File: src/rtl/fsk_tone_sequencer.sv
// 4-FSK tone sequencer: maps accepted symbols to DDS frequency control words
// held for sym_len cycles each. Define FSK_TONE_GUARD_EN to add a silent guard interval after a burst.
module fsk_tone_sequencer #(
    parameter int FCW_W = 32,
    parameter int LEN_W = 16
) (
    input  logic             clk,
    input  logic             reset,
    input  logic             sym_valid,
    output logic             sym_ready,
    input  logic [1:0]       sym_data,
    input  logic             cfg_we,
    input  logic [2:0]       cfg_addr,
    input  logic [FCW_W-1:0] cfg_wdata,
    output logic [FCW_W-1:0] fcw,
    output logic             busy,
    output logic             tx_done,
    output logic [1:0]       state_dbg
);

    // Handshake: a symbol transfers on a rising edge where sym_valid && sym_ready;
    // sym_data must be stable while sym_valid is high, and sym_ready never depends on sym_valid.

    localparam logic [1:0] ST_IDLE  = 2'd0;
    localparam logic [1:0] ST_TONE  = 2'd1;
`ifdef FSK_TONE_GUARD_EN
    localparam logic [1:0] ST_GUARD = 2'd2;
`endif

    logic [1:0]       state;
    logic [FCW_W-1:0] tone_tbl [4];
    logic [LEN_W-1:0] sym_len;
    logic [LEN_W-1:0] cnt;
    logic [LEN_W-1:0] load_cnt;
    logic             hold_valid;
    logic [1:0]       hold_sym;
    logic             accept;
`ifdef FSK_TONE_GUARD_EN
    logic [LEN_W-1:0] guard_len;
    logic [LEN_W-1:0] guard_cnt;
`endif

    // sym_len of 0 is treated as 1, so the reload value saturates at 0.
    assign load_cnt  = (sym_len == '0) ? '0 : sym_len - LEN_W'(1);
    assign sym_ready = (state == ST_IDLE) || ((state == ST_TONE) && !hold_valid);
    assign accept    = sym_valid && sym_ready;
    assign busy      = (state != ST_IDLE);
    assign state_dbg = state;

    always_ff @(posedge clk) begin
        if (reset) begin
            for (int i = 0; i < 4; i++) begin
                tone_tbl[i] <= '0;
            end
            sym_len <= LEN_W'(1);
`ifdef FSK_TONE_GUARD_EN
            guard_len <= '0;
`endif
        end else if (cfg_we) begin
            case (cfg_addr)
                3'd0, 3'd1, 3'd2, 3'd3: tone_tbl[cfg_addr[1:0]] <= cfg_wdata;
                3'd4:                   sym_len <= cfg_wdata[LEN_W-1:0];
`ifdef FSK_TONE_GUARD_EN
                3'd5:                   guard_len <= cfg_wdata[LEN_W-1:0];
`endif
                default: ;
            endcase
        end
    end

    always_ff @(posedge clk) begin
        if (reset) begin
            state      <= ST_IDLE;
            fcw        <= '0;
            cnt        <= '0;
            hold_valid <= 1'b0;
            hold_sym   <= '0;
            tx_done    <= 1'b0;
`ifdef FSK_TONE_GUARD_EN
            guard_cnt  <= '0;
`endif
        end else begin
            tx_done <= 1'b0;
            case (state)
                ST_IDLE: begin
                    if (accept) begin
                        fcw   <= tone_tbl[sym_data];
                        cnt   <= load_cnt;
                        state <= ST_TONE;
                    end
                end
                ST_TONE: begin
                    if (cnt != '0) begin
                        cnt <= cnt - LEN_W'(1);
                        if (accept) begin
                            hold_valid <= 1'b1;
                            hold_sym   <= sym_data;
                        end
                    end else if (hold_valid) begin
                        fcw        <= tone_tbl[hold_sym];
                        cnt        <= load_cnt;
                        hold_valid <= 1'b0;
                    end else if (accept) begin
                        // Single-cycle symbols: a symbol offered at the last count
                        // bypasses the hold so the tone stream stays gapless.
                        fcw <= tone_tbl[sym_data];
                        cnt <= load_cnt;
                    end else begin
                        fcw <= '0;
`ifdef FSK_TONE_GUARD_EN
                        if (guard_len != '0) begin
                            state     <= ST_GUARD;
                            guard_cnt <= guard_len - LEN_W'(1);
                        end else begin
                            state   <= ST_IDLE;
                            tx_done <= 1'b1;
                        end
`else
                        state   <= ST_IDLE;
                        tx_done <= 1'b1;
`endif
                    end
                end
`ifdef FSK_TONE_GUARD_EN
                ST_GUARD: begin
                    if (guard_cnt != '0) begin
                        guard_cnt <= guard_cnt - LEN_W'(1);
                    end else begin
                        state   <= ST_IDLE;
                        tx_done <= 1'b1;
                    end
                end
`endif
                default: begin
                    state <= ST_IDLE;
                    fcw   <= '0;
                end
            endcase
        end
    end

endmodule

File: config.mk
export PLATFORM = sky130hd
export DESIGN_NAME = fsk_tone_sequencer
export DESIGN_NICKNAME = d
export VERILOG_FILES = /design/src/rtl/fsk_tone_sequencer.sv
export SDC_FILE = /design/constraint.sdc
export NUM_CORES = 1
export LEC_CHECK = 0
export CAP_MARGIN = 30
export CORE_MARGIN = 4
export CORE_UTILIZATION = 45
export DETAILED_ROUTE_END_ITERATION = 6
export GPL_TIMING_DRIVEN = 0
export HOLD_SLACK_MARGIN = 0.03
export PLACE_DENSITY = 0.68
export REMOVE_ABC_BUFFERS = 1
export SLEW_MARGIN = 25
export SYNTH_ARGS = -nofsm -noshare
export SYNTH_HDL_FRONTEND = slang
export SYNTH_SLANG_ARGS = --single-unit
File: constraint.sdc
create_clock -name clk -period 5 [get_ports clk]
set_input_delay 0.75 -clock clk [delete_from_list [all_inputs] [get_ports clk]]
set_output_delay 0.75 -clock clk [all_outputs]
set_load 0.005 [all_outputs]
==> metrics <==
status=complete, no violations; crit-path max cell delay=0.75 ns; worst-skew pair later-pin latency=about 0.44 ns; pre-CTS setup slack=1.443 ns; Post-DRT Antenna Nets=0; clock sinks=199; Via Count=6850; drt initial violations=603; CP max FO=23; worst hold start=fcw[21]$_SDFFE_PP0P_; CTS tree=yes; CP Cell Sequence=and2_2 -> buf_16 -> inv_1 -> clkdlybuf4s50_1; Row Count=53; top cells by area, synth=edfxtp_1, mux4_2, dfxtp_1; Max-Cap Viols=0; RSZ-0062 raised after global routing=false; critical path class=register to output port; number of enable flip-flop cells after synthesis=128; area delta synth->final=18.97%; Relative slew margins=44.41%; Reg clk slew, reported paths=~0.080 ns; Filler Cell Count=approximately 1800; post-DP HPWL=15260 um; WL per Instance=just under 20 um; register area=5270 um^2; YS warnings=0; Pleak=4.144 nW; Final setup viols=0; WHS=about 0.50 ns; vias in the first global route=around 6800; CP Buf/Inv Count=3; Max Buffers Root-to-Sink=2; port buffer count=76; crit path time final=3.451 ns; Max VDD drop=0.0002569 V; Main synth FF type=edfxtp_1; Yosys top cell by area=edfxtp_1; Synth top area share=39.49%; Cells after Synth=841; Critical Path Start=state_dbg[0]$_SDFFE_PP0P_; die area=about 24000 um^2; post-route clock period utilization=69.03%; Crit path arrival time=~2.7 ns; total gr overflow=0; # IOs=78; H-tree Lvls=4; Synth cell types=57; Final Max Tran Viols=0; slowest CP cell=dfxtp_1; initial antenna violation count=0; PostCTS Resize Cnt=0; clock buffers created by TritonCTS=17; Final Hold Viols=0; Placer Congestion=0.8782; post-route setup slack=around 1.5 ns; Core Footprint=about 21000 um^2; Post-Syn Area=9733 um^2; CP delay by family, top=buffers and inverters; root buffer cell=clkbuf_16; DR DRC count=0; Yosys reg bits=approximately 200; Critical R2R Launch=cnt[0]$_SDFF_PP0_; antenna cells=0; fmax=289.7 MHz; Slew @ Worst Pin=approximately 0.83 ns; layout cell share with drive strength beyond 1=between 10% and 20%; setup bufs post-CTS=0; Max Clock Skew=0.01005 ns; sequential share of the synthesized area=between 50% and 60%; starting density of the core=46.01%; Post-CTS Hold Fix Bufs=0; GRT Overall Usage=approximately a fifth; CP Data Required Time=4.25 ns; Worst Setup Start Kind=register; HP Class=register to register; total power=3.997 mW; DRT Pass-1 Iters=5; Synth async-reset ratio=0%; first-pass GRT wire length=36640 um; Multi-input gate area=4095 um^2; Layout Nets=933; Vias/cell=5.820; syn_area_per_cell=about 12 um^2; DRT Wirelength=23030 um; largest net degree at the start of global routing=47; Die W=155.1 um; CP Capture Type=output port; chip height=155.1 um; cell area power density=345.1 nW/um^2
## through the flow
step | utilization [%] | cells | TNS (ns) | instance area (um^2)
2_1_floorplan | - | 778 | 0 | 9452
3_3_place_gp | 49.90 | 1129 | -456.66 | 10560
3_5_place_dp | 51.98 | 1145 | 0 | 11000
4_1_cts | 54.69 | 1177 | 0 | 11570
5_1_grt | 54.74 | 1177 | 0 | 11580
6_report | 54.74 | 1177 | 0 | 11580
## layout by cell type, fill, tap and decap left out, types with 3 or more instances in the layout
cell type / netlist / final
buf_16: 0 / 10
nor4_1: 8 / 8
a21oi_1: 32 / 32
nor2_1: 141 / 140
and3_1: 3 / 3
nor2b_1: 3 / 3
xor2_1: 6 / 6
ha_1: 3 / 3
o21ai_0: 11 / 9
a22oi_1: 33 / 33
or2_2: 3 / 3
mux4_2: 64 / 64
edfxtp_1: 128 / 128
nand2_2: 1 / 4
nand4_1: 3 / 3
dfxtp_1: 71 / 69
clkinv_1: 1 / 3
and2_1: 19 / 17
a211oi_1: 38 / 38
inv_1: 39 / 39
clkdlybuf4s50_1: 0 / 73
mux2i_1: 9 / 9
nand3_1: 8 / 8
nand2_1: 81 / 78
nor3_1: 20 / 20
nand2b_1: 5 / 3
clkbuf_16: 0 / 17
or3_1: 5 / 5
buf_12: 0 / 6
xnor2_1: 6 / 6
a31oi_1: 5 / 5
nor3b_1: 3 / 3
## worst register-to-register path: stages (launching register included)
cell and delay [ns]:
dfxtp_1 0.33, inv_1 0.08, ha_1 0.18, nor3b_1 0.55, nand4_1 0.51, nand2_1 0.42
o21ai_0 0.33, a211oi_1 0.37, nor4_1 0.08
## report_power, final
group          internal (mW)  total, mW  switching [mW]
logic                  0.344      0.686           0.341
clock network          0.702       1.35           0.644
registers               1.88       1.97          0.0898
## cell type report
class / count / share of cell area (%)
clock inverters: 14 / 1.253
repair buffers: 92 / 9.897
multi-input cells: 539 / 35.36
well taps: 275 / 2.971
clock buffers: 18 / 3.706
flip-flops and latches: 199 / 45.51
inverters: 40 / 1.297
## per-layer routing
layer	GRT usage, %	part of all wire (%)
met1	26.16	42
met2	32.84	51
met5	0	0
met3	2.503	5.5
met4	6.518	1.8
## registers in the layout, summed over array words and instances (netlist names), named ones only
name	cells
fcw	32
cnt	16
tx_done	1
state_dbg	1
sym_len	16
tone_tbl	128
hold_sym	2
hold_valid	1
## synthesized netlist by cell type, types with 3 or more instances
cell / n
buf_2: 9
a22oi_1: 33
buf_4: 5
and2_1: 19
xnor2_1: 6
xor2_1: 6
o21ai_0: 11
nand3_1: 8
a21oi_1: 32
nor3_1: 20
nand2_1: 81
and3_1: 3
nor2b_1: 3
nor3b_1: 3
buf_1: 4
a211oi_1: 38
inv_1: 39
edfxtp_1: 128
clkbuf_1: 43
a31oi_1: 5
mux4_2: 64
nor4_1: 8
mux2i_1: 9
nor2_1: 141
or3_1: 5
or2_2: 3
nand2b_1: 5
nand4_1: 3
dfxtp_1: 71
ha_1: 3
## worst paths after layout
| kind | endpoint | slack, ns | cells past startpoint |
|---|---|---|---|
| hold reg to reg | fcw[21]$_SDFFE_PP0P_ | 0.50 | 2 |
| setup reg to reg | cnt[10]$_SDFF_PP0_ | 2.04 | 8 |
| hold / removal | fcw[21]$_SDFFE_PP0P_ | 0.50 | 2 |
| setup / recovery | sym_ready | 1.55 | 4 |
## logic make-up after synthesis
kind of cell / after synthesis / share of synthesized area, %
mux: 74 / 15.85
flops: 199 / 54.09
xor+xnor: 12 / 1.080
other cells: 1 / 0.03853
compound gates: 135 / 9.487
fa+ha+maj: 3 / 0.3857
buf+inv: 103 / 4.435
simple gates: 314 / 14.63
Note: power is estimated with default switching activity, not from simulation.
